[src/rtl/disp_pkg.sv]
// Shared constants for the multiplexed 7-segment display: active-low segment
// patterns, adjustment-field codes and the scan-slot enumeration.
package disp_pkg;

  localparam int unsigned N_SLOTS = 6;

  // Segment patterns ordered {g,f,e,d,c,b,a}, active-low
  localparam logic [6:0] SEG_0    = 7'b1000000;
  localparam logic [6:0] SEG_1    = 7'b1111001;
  localparam logic [6:0] SEG_2    = 7'b0100100;
  localparam logic [6:0] SEG_3    = 7'b0110000;
  localparam logic [6:0] SEG_4    = 7'b0011001;
  localparam logic [6:0] SEG_5    = 7'b0010010;
  localparam logic [6:0] SEG_6    = 7'b0000010;
  localparam logic [6:0] SEG_7    = 7'b1111000;
  localparam logic [6:0] SEG_8    = 7'b0000000;
  localparam logic [6:0] SEG_9    = 7'b0010000;
  localparam logic [6:0] SEG_DASH = 7'b0111111;
  localparam logic [6:0] SEG_OFF  = 7'b1111111;

  // Field currently under adjustment
  localparam logic [3:0] FIELD_HH = 4'd1;
  localparam logic [3:0] FIELD_MM = 4'd2;
  localparam logic [3:0] FIELD_SS = 4'd3;

  // Scan slot; the value is also the anode bit that slot drives
  typedef enum logic [2:0] {
    SLOT_SS0 = 3'd0,
    SLOT_SS1 = 3'd1,
    SLOT_MM0 = 3'd2,
    SLOT_MM1 = 3'd3,
    SLOT_HH0 = 3'd4,
    SLOT_HH1 = 3'd5
  } slot_e;

  function automatic slot_e next_slot(input slot_e s);
    return (s == SLOT_HH1) ? SLOT_SS0 : slot_e'(s + 3'd1);
  endfunction

  function automatic logic [7:0] slot_anode(input slot_e s);
    return ~(8'b0000_0001 << s);
  endfunction

endpackage

[src/rtl/bcd_to_7seg.sv]
// Combinational BCD to active-low 7-segment decoder; codes 10-15 show a dash.
module bcd_to_7seg
  import disp_pkg::*;
(
  input  logic [3:0] i_bcd,
  output logic [6:0] o_seg
);

  // Digit lookup
  always_comb begin
    o_seg = SEG_DASH;
    case (i_bcd)
      4'd0:    o_seg = SEG_0;
      4'd1:    o_seg = SEG_1;
      4'd2:    o_seg = SEG_2;
      4'd3:    o_seg = SEG_3;
      4'd4:    o_seg = SEG_4;
      4'd5:    o_seg = SEG_5;
      4'd6:    o_seg = SEG_6;
      4'd7:    o_seg = SEG_7;
      4'd8:    o_seg = SEG_8;
      4'd9:    o_seg = SEG_9;
      default: o_seg = SEG_DASH;
    endcase
  end

endmodule

[src/rtl/display_mux_7seg.sv]
// Six-digit HH.MM.SS time-multiplexed driver for an 8-anode common-anode
// 7-segment display with anti-ghost blanking at each slot start.
// Optional feature macro DISP_BLINK_EN: blinks the field selected by en_count.
module display_mux_7seg
  import disp_pkg::*;
#(
  parameter int unsigned REFRESH_DIV = 100000,
  parameter int unsigned BLANK_CYC   = 16,
  parameter int unsigned BLINK_TICKS = 256
) (
  input  logic       clk,
  input  logic       reset,
  input  logic [3:0] en_count,
  input  logic [3:0] hh1,
  input  logic [3:0] hh0,
  input  logic [3:0] mm1,
  input  logic [3:0] mm0,
  input  logic [3:0] ss1,
  input  logic [3:0] ss0,
  output logic [7:0] an,
  output logic [6:0] seg,
  output logic       dp
);

  localparam int unsigned PRE_W = (REFRESH_DIV > 1) ? $clog2(REFRESH_DIV) : 1;
  localparam logic [PRE_W-1:0] PRE_LAST  = PRE_W'(REFRESH_DIV - 1);
  localparam logic [PRE_W-1:0] PRE_BLANK = PRE_W'(BLANK_CYC);

  logic [PRE_W-1:0] r_pre;
  slot_e            r_idx;
  logic             w_tick;
  logic [3:0]       w_digit;
  logic [6:0]       w_seg;
  logic             w_blank;
  logic [7:0]       w_an;
  logic             w_dp;

  assign w_tick = (r_pre == PRE_LAST);

  // Prescaler and slot scan
  always_ff @(posedge clk or negedge reset) begin
    if (!reset) begin
      r_pre <= '0;
      r_idx <= SLOT_SS0;
    end else if (w_tick) begin
      r_pre <= '0;
      r_idx <= next_slot(r_idx);
    end else begin
      r_pre <= r_pre + 1'b1;
    end
  end

`ifdef DISP_BLINK_EN
  localparam int unsigned BCNT_W = (BLINK_TICKS > 1) ? $clog2(BLINK_TICKS) : 1;
  localparam logic [BCNT_W-1:0] BCNT_LAST = BCNT_W'(BLINK_TICKS - 1);

  logic [BCNT_W-1:0] r_bcnt;
  logic              r_phase;

  // Blink half-period counter; phase=1 means the selected field is visible
  always_ff @(posedge clk or negedge reset) begin
    if (!reset) begin
      r_bcnt  <= '0;
      r_phase <= 1'b1;
    end else if (w_tick) begin
      if (r_bcnt == BCNT_LAST) begin
        r_bcnt  <= '0;
        r_phase <= ~r_phase;
      end else begin
        r_bcnt <= r_bcnt + 1'b1;
      end
    end
  end

  // Hide the slots of the selected field during the dark phase
  always_comb begin
    w_blank = 1'b0;
    if (!r_phase) begin
      case (en_count)
        FIELD_HH: w_blank = (r_idx == SLOT_HH0) || (r_idx == SLOT_HH1);
        FIELD_MM: w_blank = (r_idx == SLOT_MM0) || (r_idx == SLOT_MM1);
        FIELD_SS: w_blank = (r_idx == SLOT_SS0) || (r_idx == SLOT_SS1);
        default:  w_blank = 1'b0;
      endcase
    end
  end
`else
  logic w_unused_cfg;

  assign w_blank      = 1'b0;
  assign w_unused_cfg = (^en_count) ^ (BLINK_TICKS == 0);
`endif

  // Digit select for the active slot
  always_comb begin
    w_digit = ss0;
    case (r_idx)
      SLOT_SS0: w_digit = ss0;
      SLOT_SS1: w_digit = ss1;
      SLOT_MM0: w_digit = mm0;
      SLOT_MM1: w_digit = mm1;
      SLOT_HH0: w_digit = hh0;
      SLOT_HH1: w_digit = hh1;
      default:  w_digit = ss0;
    endcase
  end

  bcd_to_7seg u_dec (
    .i_bcd (w_digit),
    .o_seg (w_seg)
  );

  // Next anode / decimal-point values
  always_comb begin
    w_an = '1;
    if ((r_pre >= PRE_BLANK) && !w_blank) begin
      w_an = slot_anode(r_idx);
    end
    w_dp = !((r_idx == SLOT_MM0) || (r_idx == SLOT_HH0));
  end

  // Registered pin drivers
  always_ff @(posedge clk or negedge reset) begin
    if (!reset) begin
      an  <= '1;
      seg <= SEG_OFF;
      dp  <= 1'b1;
    end else begin
      an  <= w_an;
      seg <= w_seg;
      dp  <= w_dp;
    end
  end

endmodule

[config.mk]
export PLATFORM = sky130hd
export DESIGN_NAME = display_mux_7seg
export DESIGN_NICKNAME = d
export VERILOG_FILES = /design/src/rtl/disp_pkg.sv /design/src/rtl/bcd_to_7seg.sv /design/src/rtl/display_mux_7seg.sv
export SDC_FILE = /design/constraint.sdc
export NUM_CORES = 1
export LEC_CHECK = 0
export ABC_CLOCK_PERIOD_IN_PS = 4030
export BUFFER_PORTS_ARGS = -buffer_cell sky130_fd_sc_hd__buf_4
export CAP_MARGIN = 20
export CELL_PAD_IN_SITES_DETAIL_PLACEMENT = 1
export CELL_PAD_IN_SITES_GLOBAL_PLACEMENT = 2
export CORE_MARGIN = 4
export CORE_UTILIZATION = 35
export DETAILED_ROUTE_END_ITERATION = 7
export PLACE_DENSITY_LB_ADDON = 0.12
export SETUP_SLACK_MARGIN = 0.05
export SLEW_MARGIN = 20
export SYNTH_ARGS = -nofsm -noshare
export SYNTH_HDL_FRONTEND = slang
export SYNTH_SLANG_ARGS = --single-unit
[constraint.sdc]
create_clock -name clk -period 4.03 [get_ports clk]
set_clock_uncertainty 0.05 [all_clocks]
set_input_delay 0.2015 -clock clk [delete_from_list [all_inputs] [get_ports clk]]
set_output_delay 0.2015 -clock clk [all_outputs]
set_load 0.02 [all_outputs]
# [Word-level counts from Yosys, hierarchy flattened]
# Memories as Yosys holds them, arrays and structs flattened. A register that Yosys moved wholly into a read port is not among the register bits.
# Index checks and enable logic that the tools add are counted.
[op_classes] n_addsub=2 magnitude_cmp=1 n_eq_ne=6 shift=1 muxes=4 bitwise=1 n_reduce_logical=3
[ops] cell="one-hot mux 4 bit (5 select lines)" n=1
[ops] cell="adder 17 x 1 -> 17 bit, second input constant" n=1
[ops] cell="== test 17 bit, second input constant" n=1
[ops] cell="greater-or-equal comparator 17 x 5 -> 1 bit, second input constant" n=1
[ops] cell="two-way mux 17 bit" n=1
[ops] cell="two-way mux 8 bit" n=1
[ops] cell="inverter 8 bit" n=1
[ops] cell="<< shifter 1 x 3 -> 8 bit, first input constant" n=1
[ops] cell="== test 3 x 2 -> 1 bit, second input constant" n=2
[ops] cell="== test 3 bit, second input constant" n=2
[ops] cell="adder 3 x 1 -> 3 bit, second input constant" n=1
[ops] cell="== test 3 x 1 -> 1 bit, second input constant" n=1
[ops] cell="two-way mux 3 bit" n=1
[ops] cell="logical NOT 1 bit" n=2
[ops] cell="logical OR 1 bit" n=1
[word_totals] register_bits=29 rom_bits=112 input_bits=30 output_inout_bits=16 elab_cells=23 mem_count=1
[memory_table] memory="(name not given)" words=16 word_bits=7 read_ports=1 rd_ports_with_merged_regs=1 write_ports=0 line_no="bcd_to_7seg.sv:12" text="case (i_bcd)"

# [Depth between registers and ports, before layout]
# Gate-level depths: netlist of the first run.
[logic_depth] ltp_word=3 ltp_mapped=13

# [Cells and area by module]
# Synthesis of the first run repeated with hierarchy kept, for this count alone.
[hier_totals] hier_cells=200 hier_area_um2=2040.7
[by_module_without_submodules] module="display_mux_7seg" instances=1 cells_each=169 area_per_inst_um2=1810.5 seq_area_each_um2=920.9
[by_module_without_submodules] module="bcd_to_7seg" instances=1 cells_each=31 area_per_inst_um2=230.2 seq_area_each_um2=0.0

# [Worst setup path before layout of the first run]
# No wires, ideal clock.
[synth_timing] path_kind="flip-flop to flip-flop" from="register r_idx[0]" to="register seg[5]" setup_ns=0.109 t_arrival_ns=2.402 t_required_ns=3.871 setup_slack_ns=1.469 path_stages_with_launch=13 n_path_buf=3 synth_period_minus_slack_ns=2.561 cell_sequence="dfrtp_1 buf_2 buf_2 and2_1 ha_1 buf_2 or2_1 a21oi_1 o32ai_1 inv_1 ha_1 nor3_1 a31oi_1"
[synth_between] elab_chain_len=2
[synth_rtl] item="from (decl)" line_no="display_mux_7seg.sv:30" text="slot_e r_idx;"
[synth_rtl] item="from (signal assigned)" line_no="display_mux_7seg.sv:47" text="r_idx <= next_slot(r_idx);"
[synth_rtl] item="== test 3 bit (tied with other cells)" line_no="display_mux_7seg.sv:97" text="case (r_idx)"
[synth_rtl] item="one-hot mux 4 bit (5 select lines) (*)" line_no="display_mux_7seg.sv:97"
[synth_rtl] item="to (decl)" line_no="display_mux_7seg.sv:21" text="output logic [6:0] seg,"
# Every way passes the cells marked *; elsewhere a longest branch is shown, timed or not.
# A chain may end at the register's enable or synchronous reset.

# [Final worst setup path of the first run]
[layout_timing] from="register r_idx[1]" to="register seg[5]"
# Same word-level chain as after synthesis.

==> results.tsv, run 1 <==
metric	value	unit
CTS resizes	0	
Clk network pwr share	37.2	%
outcome	completed	
via density per instance	5.115	
CP most frequent cell	ha_1	
H-tree depth	2	
layout cells sized above 1	32.91	%
met2 Use GR	26.66	%
crit path setup slack, layout	1024	ps
worst slack at placement	1016	ps
clk_lat worst skew	290	ps
Layout Nets	270	
WHS Endpoint	seg[6]$_DFF_PN1_	
Worst-Margin Slew	704.5	ps
synthesis-stage register bit count	36	
number of enable flip-flop cells after synthesis	0	
Highest Clock Rate	332.7	MHz
worst-path fanout max	18	
vias in the first global route	1656	
first-pass iteration count of the detailed router	4	
GRT Max-Usage Layer	met2	
final hold slack	197.3	ps
CTS Buffer Depth	2	
Slowest-stage cell, CP	dfrtp_1	
syn_area_per_cell	9.983	sq um
CP max stage delay	680	ps
clock root buffer	clkbuf_8	
worst reg2reg startpoint	r_idx[1]$_DFFE_PN0N_	
wire length per cell	15.81	um
Distinct cells, synth	46	
critical path class	reg2reg	
Fin. Hold Viols	0	
Critical Path End Type	flip-flop	
top-area cell type share of the netlist area	26.25	%
Overflow after GRT	0	
gr usage total	15.56	%
Critical Path RT	4160	ps
initial antenna violation count	0	
Pleak	0.001022	uW
sw frac	24.55	%
post-synthesis sequential area ratio	48.29	%
Area contributors post-synth	dfrtp_1 26%, dfstp_2 22%, ha_1 4.6%	
Final Setup Violations	0	
combinational group share of total power	8.9	%
cts bufs inserted	5	
Layout area overhead	23.36	%
met1 global-route usage	18.64	%
Post-DP HPWL	3595	um
pwr dens	294.5	mW/mm^2
Max-slew headroom	52.89	%
Cell Rows	26	
post-synthesis cell area	0.001907	sq mm
Die Footprint	0.006693	sq mm
Psw	170.1	uW
asr flop ratio synth	100.0	%
Max VDD drop	0.0001726	V
# IOs	46	
hold depth	3	
ant diodes	0	
syn nets	228	
die width	81.81	um
area leader, netlist	dfrtp_1	
YS warnings	0	
Final Wtd Congestion	0.7619	
core area	0.005205	sq mm
reg2reg end	seg[5]$_DFF_PN1_	
routed wire length	4807	um
die height	81.81	um
initial core utilization	36.63	%
1st-iter DRT viols	39	
CP delay by family, top	compound AO/OA/AOI/OAI gates	
crit path DAT	3140	ps
global-route wire length before repair	7969	um
r2r worst-path depth	9	
PortBufs	41	
Post-synth top cells	21 x nand2_1, 20 x dfrtp_1, 16 x dfstp_2, 16 x nor2_1, 11 x nand3_1	
placed cell area	0.002255	sq mm
count leader, synth	nand2_1	
hold path startpoint	ss0[3]	
vias	1555	
largest net degree at the start of global routing	37	
DRT antenna net count	0	
fin area	0.002352	sq mm
max cap viols	0	
Post-Syn Instances	191	
CP startpoint kind	flip-flop	
HP Class	in2reg	
CTS clock-pin slew for the worst setup and hold paths	80	ps
Synth Flop Type	dfrtp_1	
Final Max Slew Viols	0	
WP buf/inv	1	
setup TNS	0	ps
internal power	522.6	uW
DR DRC count	0	
CTS sink cnt	36	
period utilization	74.58	%
worst path cell trace	and2_1 -> ha_1 -> or2_1 -> a21oi_1 -> o32ai_1 -> inv_1 -> ha_1 -> nor3_1 -> a31oi_1	
Final min period	3006	ps
unrepaired setup endpoints after global routing	no	
r2r setup slk	1020	ps
share of power burned in registers	53.8	%
CTS tree	yes	
met3 usage	3.947	%
==> cell type report <==
cell class | instances | area (sq um)
Tap cell | 70 | 87.58
Clock inverter | 3 | 18.77
Clock buffer | 5 | 68.82
Timing Repair Buffer | 44 | 332.8
Inverter | 9 | 33.78
Multi-Input combinational cell | 137 | 889.6
Sequential cell | 36 | 920.9
Fill cell | 608 | 2853
==> per-layer routing <==
metal / vias up / share of wire (%)
li1: 748 / -
met3: 7 / 4.1
met5: - / 0
met4: 0 / 1.5
met1: 767 / 43
met2: 33 / 51
==> state kept, by name, summed over array words and instances (netlist names) <==
name	cells
r_pre	17
an	8
seg	7
r_idx	3
dp	1
==> logic make-up after synthesis <==
logic type / Yosys count / share of synthesized area, %
AO/OA/AOI/OAI: 34 / 12.01
XOR/XNOR: 16 / 7.349
adder cells (fa/ha/maj): 7 / 4.593
buffers and inverters: 18 / 5.052
flip-flops: 36 / 48.29
multiplexers: 4 / 2.362
AND/OR/NAND/NOR: 76 / 20.34
==> repair_timing <==
action,CTS,global route
hold buffers,1,0
buffers inserted,0,0
endpoints found under the hold margin,20,0
==> worst max-delay path by stage <==
stage,start,to,cells past startpoint
floorplan,r_idx[0]$_DFFE_PN0N_,seg[5]$_DFF_PN1_,12
global placement,r_idx[1]$_DFFE_PN0N_,seg[5]$_DFF_PN1_,9
detailed placement,r_idx[1]$_DFFE_PN0N_,seg[5]$_DFF_PN1_,9
CTS,r_idx[1]$_DFFE_PN0N_,seg[5]$_DFF_PN1_,9
global route,r_idx[1]$_DFFE_PN0N_,seg[5]$_DFF_PN1_,9
finish,r_idx[1]$_DFFE_PN0N_,seg[5]$_DFF_PN1_,9
==> power by group through the flow <==
stage / Clock (uW) / Combinational [uW] / Sequential (uW)
6_report: 258 / 61.8 / 373
5_1_grt: 288 / 68.3 / 373
4_1_cts: 268 / 63.1 / 373
3_5_place_dp: 0 / 62.2 / 380
3_3_place_gp: 0 / 60.0 / 379
2_1_floorplan: 0 / 14.8 / 387
==> worst min-delay path, cell delays in order <==
cell and delay, ps:
buf_4 80, o32a_2 190, a21oi_1 60
==> cell usage in the layout, fill, tap and decap left out, types with 3 or more instances in the layout <==
cell type   n
o21ai_0     5
mux2i_1     3
a21oi_1     8
xnor2_1     9
ha_1        7
nor3_1      3
a31oi_1     3
dfrtp_1    20
inv_1       9
dfstp_2    16
clkbuf_8    5
nor2_1     16
nand3_1    11
nor2b_1     3
o21ai_1     3
xor2_1      7
a211oi_1    4
buf_4      43
nand2_1    21
nand4_1     3
==> stage by stage <==
step	utilization [%]	cells	power (uW)
floorplan	-	191	402.3
detailed placement	43.32	295	441.8
finish	45.19	304	692.7
CTS	45.19	304	704.3
global route	45.19	304	729.7
global placement	43.32	295	439.1
Power figures use the tool's default switching activity.
==> run 2, diff against run 1 <==
Settings changed: ABC_CLOCK_PERIOD_IN_PS 4030 to 2740, CORE_UTILIZATION 35 to 29.
Clock period 4.03 ns to 2.74 ns, I/O delays scaled along.
==> run 2 against run 1 <==
Effect of this change: first-iteration DRC count decreased by 44%; global-route usage fell by 2.0 points; critical endpoint is now seg[3]$_DFF_PN1_; worst hold slack got worse by 60 ps.
==> results.tsv, run 2 (synthesized netlist as in run 1, its figures left out) <==
metric	value	unit	change
wire length per cell	15.73	um	-0.53%
Overflow after GRT	0		unchanged
vias	1555		unchanged
placed cell area	0.002286	sq mm	+1.4%
final core occ	37.73	%	-7.5 points
PortBufs	41		unchanged
worst-path fanout max	10		-8
Cell Rows	29		+12%
Final Setup Violations	0		unchanged
vias in the first global route	1676		+1.2%
commonest cells after routing, fill and taps aside	46 x buf_4, 21 x nand2_1, 20 x dfrtp_1, 16 x nor2_1, 16 x dfstp_2		
Layout Nets	273		+1.1%
Critical Path End Type	flip-flop		
CTS resizes	0		unchanged
layout cells sized above 1	33.33	%	+0.43 points
CTS clock-pin slew for the worst setup and hold paths	70	ps	about the same
core area	0.006350	sq mm	+22%
DRT antenna net count	0		unchanged
GRT Max-Usage Layer	met2		
clock root buffer	clkbuf_8		
Highest Clock Rate	416.8	MHz	+25%
die width	89.09	um	+8.9%
Max VDD drop	0.0001838	V	+6.5%
Final Wtd Congestion	0.8142		+6.9%
clk_lat worst skew	280	ps	about the same
gr usage total	13.59	%	-2.0 points
Pleak	0.001042	uW	+1.9%
initial core utilization	30.03	%	-6.6 points
die height	89.09	um	+8.9%
pwr dens	441.3	mW/mm^2	+50%
max cap viols	0		unchanged
Max-slew headroom	66.42	%	+14 points
Layout area overhead	25.66	%	
cts bufs inserted	5		unchanged
unrepaired setup endpoints after global routing	no		
outcome	completed		
period utilization	87.57	%	+13 points
most common cell after layout, fill and taps aside	buf_4		
fin area	0.002396	sq mm	+1.9%
CP most frequent cell	ha_1		
CP max stage delay	480	ps	-200 ps
via density per instance	4.952		-3.2%
Final min period	2399	ps	-606.4 ps
CP startpoint kind	flip-flop		
Top Registers	r_pre x17, an x8, seg x7		
initial antenna violation count	0		unchanged
first-pass iteration count of the detailed router	4		unchanged
CTS sink cnt	36		unchanged
met2 Use GR	24.38	%	-2.3 points
Final Max Slew Viols	0		unchanged
crit path DAT	2550	ps	-590 ps
met3 usage	3.041	%	-0.91 points
max reg flops	17		unchanged
CTS tree	yes		
DR DRC count	0		unchanged
Die Footprint	0.007937	sq mm	+19%
critical path class	reg2reg		
# IOs	46		unchanged
Slowest-stage cell, CP	o32ai_1		
Fin. Hold Viols	0		unchanged
routed wire length	4939	um	+2.7%
final non-filler cell total	314		+3.3%
worst path cell trace	and2_1 -> ha_1 -> or2_1 -> a21oi_1 -> o32ai_1 -> buf_4 -> ha_1 -> o221ai_1		
met1 global-route usage	16.14	%	-2.5 points
ant diodes	0		unchanged
HP Class	in2reg		
H-tree depth	2		unchanged
setup TNS	0	ps	unchanged
Critical Path RT	2890	ps	-1270 ps
Reg with most FFs	r_pre		
Worst-Margin Slew	501.3	ps	-203.2 ps
global-route wire length before repair	8300	um	+4.2%
CTS Buffer Depth	2		unchanged
1st-iter DRT viols	22		-44%
placed cells	305		+3.4%
Post-DP HPWL	3693	um	+2.7%
largest net degree at the start of global routing	37		unchanged
## run 2: cell types whose count changed in the layout (fill, tap and decap cells not counted)
| cell | delta |
|---|---|
| buf_4 | +3 |
| clkinv_2 | -2 |
| clkbuf_8 | +2 |
| clkinv_4 | -1 |
| clkbuf_1 | +1 |
## run 2: layout make-up
| class | instances | area (sq um) |
|---|---|---|
| clock buffer | 8 | 100.1 |
| fill | 720 | 3954 |
| inverter | 9 | 33.78 |
| multi-input combinational | 137 | 889.6 |
| sequential | 36 | 920.9 |
| tap | 77 | 96.34 |
| timing repair buffer | 47 | 355.3 |
## run 2: worst paths after layout
check / startpoint / endpoint / slack [ps] / depth (start not counted)
min in group asynchronous: reset / r_pre[0]$_DFF_PN0_ / 300 / 2
max: r_idx[0]$_DFFE_PN0N_ / seg[3]$_DFF_PN1_ / 340 / 8
max in group asynchronous: reset / seg[2]$_DFF_PN1_ / 1980 / 2
max reg2reg: r_idx[0]$_DFFE_PN0N_ / seg[3]$_DFF_PN1_ / 340 / 8
min: ss0[3] / seg[6]$_DFF_PN1_ / 140 / 3
min reg2reg: r_pre[8]$_DFF_PN0_ / r_pre[8]$_DFF_PN0_ / 460 / 1
## run 2: through the flow
stage          setup WS (ps)  hold WS (ps)  total power [uW]
2_1_floorplan          178.8        -208.6             591.6
3_3_place_gp           388.1         65.33             648.1
3_5_place_dp           335.0         77.97             651.2
4_1_cts                307.2         126.2              1074
5_1_grt                124.3         151.4              1115
6_report               340.6         137.8              1057
## run 2: timing repair
item                                    4_1_cts  5_1_grt
setup buffers                                 0        0
hold buffers                                  1        0
endpoints found under the hold margin        20        0
endpoints found under the setup margin        0        0
## run 2: routing by layer
layer  vias to the layer above  part of all wire, %
li1                        752                    -
met1                       765                   43
met2                        32                   50
met3                         6                  5.8
met4                         0                  1.4
met5                         -                    0
## run 2: report_power, final
part | switching (uW) | internal (uW)
Clock | 187 | 230
Combinational | 46.3 | 46.1
Sequential | 2.43 | 546
## run 2: worst max-delay path: cells and delay by family, from the launching register on
kind / cells / cell delay, ps
buffers and inverters: 1 / 220
AND/OR/NAND/NOR: 2 / 350
flip-flops: 1 / 340
adder cells (fa/ha/maj): 2 / 600
AO/OA/AOI/OAI: 3 / 760
